==> src/rtl/bounded_counter_sched_if.sv <==
// Request/result bus between requesters and the shared bounded-counter scheduler.
interface bounded_counter_sched_if #(
    parameter int NREQ = 4,
    parameter int W    = 11
);
    localparam int IW = (NREQ > 1) ? $clog2(NREQ) : 1;

    logic [NREQ-1:0]   req;
    logic [NREQ*W-1:0] bound;
    logic [NREQ-1:0]   sel;
    logic [NREQ-1:0]   gnt;
    logic              busy;
    logic              done;
    logic [IW-1:0]     done_id;
    logic [W-1:0]      m;
    logic [W-1:0]      x;
    logic [W-1:0]      n;

    // Requester side drives requests, bounds and sample selects.
    modport master (
        output req, bound, sel,
        input  gnt, busy, done, done_id, m, x, n
    );

    // Scheduler side.
    modport slave (
        input  req, bound, sel,
        output gnt, busy, done, done_id, m, x, n
    );
endinterface

==> src/rtl/bounded_counter_sched.sv <==
// Round-robin scheduler sharing one bounded sampling counter (x, n, m)
// between NREQ requesters. A granted run counts x from 0 up to the loaded
// bound, optionally sampling x into m, then pulses done for one cycle.
module bounded_counter_sched #(
    parameter int NREQ      = 4,
    parameter int W         = 11,
    parameter int RST_BOUND = 200
) (
    input  logic                  clk,
    input  logic                  rst,
    bounded_counter_sched_if.slave bus
);
    localparam int IW  = (NREQ > 1) ? $clog2(NREQ) : 1;
    localparam int IW1 = IW + 1;

    typedef enum logic [1:0] {IDLE, RUN, DONE} state_t;

    state_t            state_q, state_d;
    logic [NREQ-1:0]   gnt_q, gnt_d;
    logic [IW-1:0]     gidx_q, gidx_d;
    logic [IW-1:0]     ptr_q, ptr_d;
    logic [IW-1:0]     done_id_q, done_id_d;
    logic [W-1:0]      x_q, x_d;
    logic [W-1:0]      n_q, n_d;
    logic [W-1:0]      m_q, m_d;

    logic [2*NREQ-1:0] req_rot;
    logic              pick_vld;
    logic [IW-1:0]     pick_idx;
    logic [IW1-1:0]    pick_sum;

    // Rotate requests so bit 0 is the requester at the round-robin pointer.
    assign req_rot = {bus.req, bus.req} >> ptr_q;

    // First set request at or above ptr (wrapping); lowest offset wins.
    always_comb begin
        pick_vld = 1'b0;
        pick_idx = '0;
        pick_sum = '0;
        for (int k = NREQ - 1; k >= 0; k--) begin
            if (req_rot[k]) begin
                pick_vld = 1'b1;
                pick_sum = {1'b0, ptr_q} + IW1'(k);
                if (pick_sum >= IW1'(NREQ))
                    pick_sum = pick_sum - IW1'(NREQ);
                pick_idx = pick_sum[IW-1:0];
            end
        end
    end

    // Next-state and datapath: grant/load in IDLE, count in RUN, release in DONE.
    always_comb begin
        state_d   = state_q;
        gnt_d     = gnt_q;
        gidx_d    = gidx_q;
        ptr_d     = ptr_q;
        done_id_d = done_id_q;
        x_d       = x_q;
        n_d       = n_q;
        m_d       = m_q;
        unique case (state_q)
            IDLE: begin
                if (pick_vld) begin
                    state_d         = RUN;
                    gnt_d           = '0;
                    gnt_d[pick_idx] = 1'b1;
                    gidx_d          = pick_idx;
                    n_d             = bus.bound[pick_idx*W +: W];
                    x_d             = '0;
                    m_d             = '0;
                end
            end
            RUN: begin
                // x stops at n, so it can never wrap even with an all-ones bound.
                if (x_q < n_q) begin
                    x_d = x_q + 1'b1;
                    if (bus.sel[gidx_q])
                        m_d = x_q;
                end else begin
                    state_d   = DONE;
                    done_id_d = gidx_q;
                end
            end
            DONE: begin
                // Finished requester drops to lowest priority for the next pick.
                state_d = IDLE;
                gnt_d   = '0;
                ptr_d   = (gidx_q == IW'(NREQ - 1)) ? '0 : gidx_q + 1'b1;
            end
            default: state_d = IDLE;
        endcase
    end

    // State registers with synchronous active-low reset.
    always_ff @(posedge clk) begin
        if (!rst) begin
            state_q   <= IDLE;
            gnt_q     <= '0;
            gidx_q    <= '0;
            ptr_q     <= '0;
            done_id_q <= '0;
            x_q       <= '0;
            n_q       <= W'(RST_BOUND);
            m_q       <= '0;
        end else begin
            state_q   <= state_d;
            gnt_q     <= gnt_d;
            gidx_q    <= gidx_d;
            ptr_q     <= ptr_d;
            done_id_q <= done_id_d;
            x_q       <= x_d;
            n_q       <= n_d;
            m_q       <= m_d;
        end
    end

    assign bus.gnt     = gnt_q;
    assign bus.busy    = (state_q != IDLE);
    assign bus.done    = (state_q == DONE);
    assign bus.done_id = done_id_q;
    assign bus.x       = x_q;
    assign bus.n       = n_q;
    assign bus.m       = m_q;
endmodule
==> src/flat_wrapper.sv <==
// flat-port wrapper written by rule: the top's interface ports become plain ports
module bounded_counter_sched_flat 
#(
    parameter int NREQ      = 4,
    parameter int W         = 11,
    parameter int RST_BOUND = 200
)
  (clk, rst, bus_req, bus_bound, bus_sel, bus_gnt, bus_busy, bus_done, bus_done_id, bus_m, bus_x, bus_n);
  bounded_counter_sched_if #(.NREQ(NREQ), .W(W)) bus_i ();
  input  logic clk;
  input  logic rst;
  input wire logic [$bits(bus_i.req)-1:0] bus_req;
  input wire logic [$bits(bus_i.bound)-1:0] bus_bound;
  input wire logic [$bits(bus_i.sel)-1:0] bus_sel;
  output wire logic [$bits(bus_i.gnt)-1:0] bus_gnt;
  output wire logic [$bits(bus_i.busy)-1:0] bus_busy;
  output wire logic [$bits(bus_i.done)-1:0] bus_done;
  output wire logic [$bits(bus_i.done_id)-1:0] bus_done_id;
  output wire logic [$bits(bus_i.m)-1:0] bus_m;
  output wire logic [$bits(bus_i.x)-1:0] bus_x;
  output wire logic [$bits(bus_i.n)-1:0] bus_n;
  assign bus_i.req = bus_req;
  assign bus_i.bound = bus_bound;
  assign bus_i.sel = bus_sel;
  assign bus_gnt = bus_i.gnt;
  assign bus_busy = bus_i.busy;
  assign bus_done = bus_i.done;
  assign bus_done_id = bus_i.done_id;
  assign bus_m = bus_i.m;
  assign bus_x = bus_i.x;
  assign bus_n = bus_i.n;
  bounded_counter_sched #(.NREQ(NREQ), .W(W), .RST_BOUND(RST_BOUND)) u_core (.clk(clk), .rst(rst), .bus(bus_i));
endmodule
==> config.mk <==
export PLATFORM = sky130hd
export DESIGN_NAME = bounded_counter_sched_flat
export DESIGN_NICKNAME = d
export VERILOG_FILES = /design/src/rtl/bounded_counter_sched_if.sv /design/src/rtl/bounded_counter_sched.sv /design/src/flat_wrapper.sv
export SDC_FILE = /design/constraint.sdc
export NUM_CORES = 1
export LEC_CHECK = 0
export BUFFER_PORTS_ARGS = -buffer_cell sky130_fd_sc_hd__buf_2
export CAP_MARGIN = 25
export CORE_MARGIN = 2
export CORE_UTILIZATION = 45
export CTS_CLUSTER_SIZE = 24
export DETAILED_ROUTE_END_ITERATION = 7
export GPL_TIMING_DRIVEN = 0
export PLACE_DENSITY = 0.81
export SLEW_MARGIN = 20
export SYNTH_ARGS = -nofsm -noshare
export SYNTH_HDL_FRONTEND = slang
export SYNTH_SLANG_ARGS = --single-unit
==> constraint.sdc <==
create_clock -name clk -period 1.9 [get_ports clk]
set_input_delay 0.19 -clock clk [delete_from_list [all_inputs] [get_ports clk]]
set_output_delay 0.19 -clock clk [all_outputs]
set_load 0.03 [all_outputs]
==> flow_metrics.env <==
export IMPL_status="finished with violations"
export IMPL_violations="setup timing"
export IMPL_viasPerCell=5.57
export IMPL_multi_input_area_um2=1680
export IMPL_nets=464
export IMPL_ctsHoldBuffers=0
export IMPL_antenna_cells=0
export IMPL_r2r_start="u_core.bus.n[6]"
export IMPL_dp_hpwl_um=5210
export IMPL_ys_seq_area_share_pct=34.9
export IMPL_final_util_pct=67.5
export IMPL_critPathTopFamily="compound AO/OA/AOI/OAI gates"
export IMPL_start_util_pct=46.9
export IMPL_power_switching_mw=0.720
export IMPL_yosys_top_cells_area="dfxtp_1 35%, mux2i_1 8.1%, ha_1 5.8%, o221ai_2 4.7%, o21ai_1 3.9%"
export IMPL_r2r_setup_slack_ps=-190
export IMPL_p_total_mw=2.23
export IMPL_drt_iter0_drc=203
export IMPL_drc_errors=0
export IMPL_setup_tns_ps=-1750
export IMPL_min_period_ps=2090
export IMPL_reg2reg_depth=9
export IMPL_cts_max_level=2
export IMPL_synth_edf_count=0
export IMPL_critPathMaxStageDelay_ps=430
export IMPL_hold_path_depth=3
export IMPL_antenna_found_initial=0
export IMPL_maxCapViolations=0
export IMPL_finalInstanceArea_um2=3720
export IMPL_cts_sinks=45
export IMPL_seqPwrFrac_pct=45.1
export IMPL_cpMaxStageDelayCell="or4_1"
export IMPL_sw_frac_of_total_pct=32.2
export IMPL_clock_latency_ps=310
export IMPL_drive_gt1_share_pct=50.1
export IMPL_grt_usage_pct=23.9
export IMPL_syn_area_um2=2580
export IMPL_place_area_um2=3240
export IMPL_finalSetupViolCount=22
export IMPL_min_from="bus_bound[31]"
export IMPL_grt_max_degree=16
export IMPL_portBuffers=94
export IMPL_rows=27
export IMPL_fin_ws_ps=-189
export IMPL_path_clk_slew_ps=90
export IMPL_p_comb_share_pct=27.4
export IMPL_start_kind="flop"
export IMPL_rsz0062_at_grt="yes"
export IMPL_p_int_mw=1.51
export IMPL_final_cell_count_no_fill=471
export IMPL_hold_end="u_core.bus.n[9]"
export IMPL_holdWs_ps=181
export IMPL_dp_cells=438
export IMPL_place_congestion=0.783
export IMPL_ys_ff_latch=45
export IMPL_synthCells=272
export IMPL_yosysTopAreaCell="dfxtp_1"
export IMPL_worstHoldPathType="input port to flop"
export IMPL_ir_worst_vdd_mv=0.407
export IMPL_timing_fmax_mhz=479
export IMPL_fin_skew_ps=8.92
export IMPL_leakage_nw=1.56
export IMPL_synth_flop_cell="dfxtp_1"
export IMPL_crit_fanout=5
export IMPL_synthArstFlopShare_pct=0
export IMPL_synth_distinct_cells=45
export IMPL_wirelength_um=7380
export IMPL_place_worst_setup_slack_ps=-194
export IMPL_crit_arrival_ps=2310
export IMPL_period_share_pct=110
export IMPL_first_pass_iters=4
export IMPL_synth_nets=338
export IMPL_die_h_um=79.7
export IMPL_cp_startpoint="u_core.bus.n[6]"
export IMPL_path_class="flop to flop"
export IMPL_grt_pass1_vias=2560
export IMPL_reg2reg_to="u_core.bus.x[6]"
export IMPL_maxSlewViolCount=0
export IMPL_cp_required_ps=2120
export IMPL_tightestPinTransition_ps=560
export IMPL_end_kind="flop"
export IMPL_root_buffer="clkbuf_8"
export IMPL_regArea_um2=963
export IMPL_finalHoldViolations=0
export IMPL_slew_headroom_pct=62.7
export IMPL_grt_overflow=0
export IMPL_ant_nets=0
export IMPL_pwr_density_cell_nw_per_um2=601
export IMPL_synth_top_cell_area_share_pct=34.9
export IMPL_path_cells="inv_4, ha_4, a211oi_2, o21ai_1, o211ai_1, a41oi_4, buf_6, or4_1, a21oi_1"
export IMPL_fillCellCount=427
export IMPL_cts_inserted_buffers=5
export IMPL_crit_buf_inv=2
export IMPL_ys_warn_count=0
export IMPL_cp_depth=9
export IMPL_fp_dieW_um=79.7
export IMPL_areaGrowthSynthToFinish_pct=44.1
export IMPL_num_vias=2624
export IMPL_core_area_um2=5510
export IMPL_ioPinCount=95
export IMPL_pwr_share_clk_pct=27.5
export IMPL_grt_pass1_wl_um=12000
export IMPL_wl_per_cell_um=15.7
export IMPL_avgSynthCellArea_um2=9.49
export IMPL_cts_tree="yes"
export IMPL_clk_path_buf_depth=2
export IMPL_die_area_um2=6360
-- tightest hold or removal path: cells and delay by family --
kind / cells / cell delay (ps)
AOI/OAI and AO/OA: 1 / 120
muxes: 1 / 70
buffers and inverters: 1 / 80
-- routing by layer --
layer	track usage [%]	vias up	share of wire [%]	wire, um
met1	27.9	1244	40	2960
li1	-	1270	-	-
met4	8.45	0	2.0	146
met2	42.9	96	52	3840
met5	0	-	0	0
met3	4.86	14	5.8	429
-- state kept, by name (all words and copies together) (netlist names) --
name and count:
u_core.bus.m 11, u_core.bus.n 11, u_core.bus.x 11, u_core.bus.gnt 4, u_core.bus.done_id 2, u_core.gidx_q 2, u_core.ptr_q 2, u_core.state_q 2
-- synth_stat cells (6+ instances only) --
cell type / instances
ha_1: 12
nand3_1: 10
mux2i_1: 21
nor2b_1: 10
dfxtp_1: 45
inv_1: 15
nand2_1: 18
a21oi_1: 16
o21ai_1: 20
a21boi_1: 13
nand4b_1: 11
o221ai_2: 8
mux2_1: 6
-- worst max-delay path by stage --
| stage | end | slack (ps) |
|---|---|---|
| floorplan | u_core.bus.x[7] | -20 |
| global placement | u_core.bus.x[4] | -130 |
| detailed placement | u_core.bus.x[3] | -190 |
| CTS | u_core.bus.x[6] | -100 |
| global route | u_core.bus.x[6] | -250 |
| finish | u_core.bus.x[6] | -190 |
-- timing repair --
action | in CTS | in global routing
resized for setup | 25 | 11
pin swaps | 14 | 5
buffers inserted | 18 | 4
cloned | 3 | 0
endpoints found under the setup margin | 25 | 30
-- kinds of logic after synthesis --
family | share of synthesized area, %
AO/OA/AOI/OAI | 23.4
adder cells (fa/ha/maj) | 5.82
buffers and inverters | 5.92
flip-flops | 34.9
multiplexers | 11.6
AND/OR/NAND/NOR | 18.3
-- final cells by class --
| type | count | share of cell area, % |
|---|---|---|
| clock inverters | 3 | 0.572 |
| multi-input cells | 196 | 45.1 |
| plain buffers | 15 | 3.20 |
| flip-flops and latches | 45 | 25.9 |
| well taps | 72 | 2.42 |
| inverters | 16 | 1.68 |
| clock buffers | 5 | 1.85 |
| repair buffers | 119 | 19.3 |
-- cell usage in the layout (no fill, tap or decap), types with 5 or more instances in the layout --
cell type  netlist  routed
dfxtp_2          0       5
mux2i_1         21      21
clkbuf_8         0       5
inv_2            1       5
ha_1            12       7
a21oi_1         16      12
a21boi_1        13      13
dfxtp_1         45      25
buf_2            5      97
o21ai_1         20      18
nand3_1         10       9
a21oi_2          3       6
ha_4             0       5
mux2_1           6       6
buf_6            4       9
buf_4            0      17
dfxtp_4          0      15
nand2_1         18      17
nand4b_1        11      11
inv_1           15      10
clkbuf_1         5       5
nor2b_1         10      10
o221ai_2         8       8
-- power by group through the flow --
stage          Combinational [mW]  Sequential, mW  Clock (mW)
2_1_floorplan               0.274            1.10           0
3_5_place_dp                0.497            1.03           0
6_report                    0.612            1.01       0.614
3_3_place_gp                0.482            1.03           0
5_1_grt                     0.655            1.01       0.676
4_1_cts                     0.596            1.01       0.622
No activity file was read; power rests on OpenSTA's default activity.
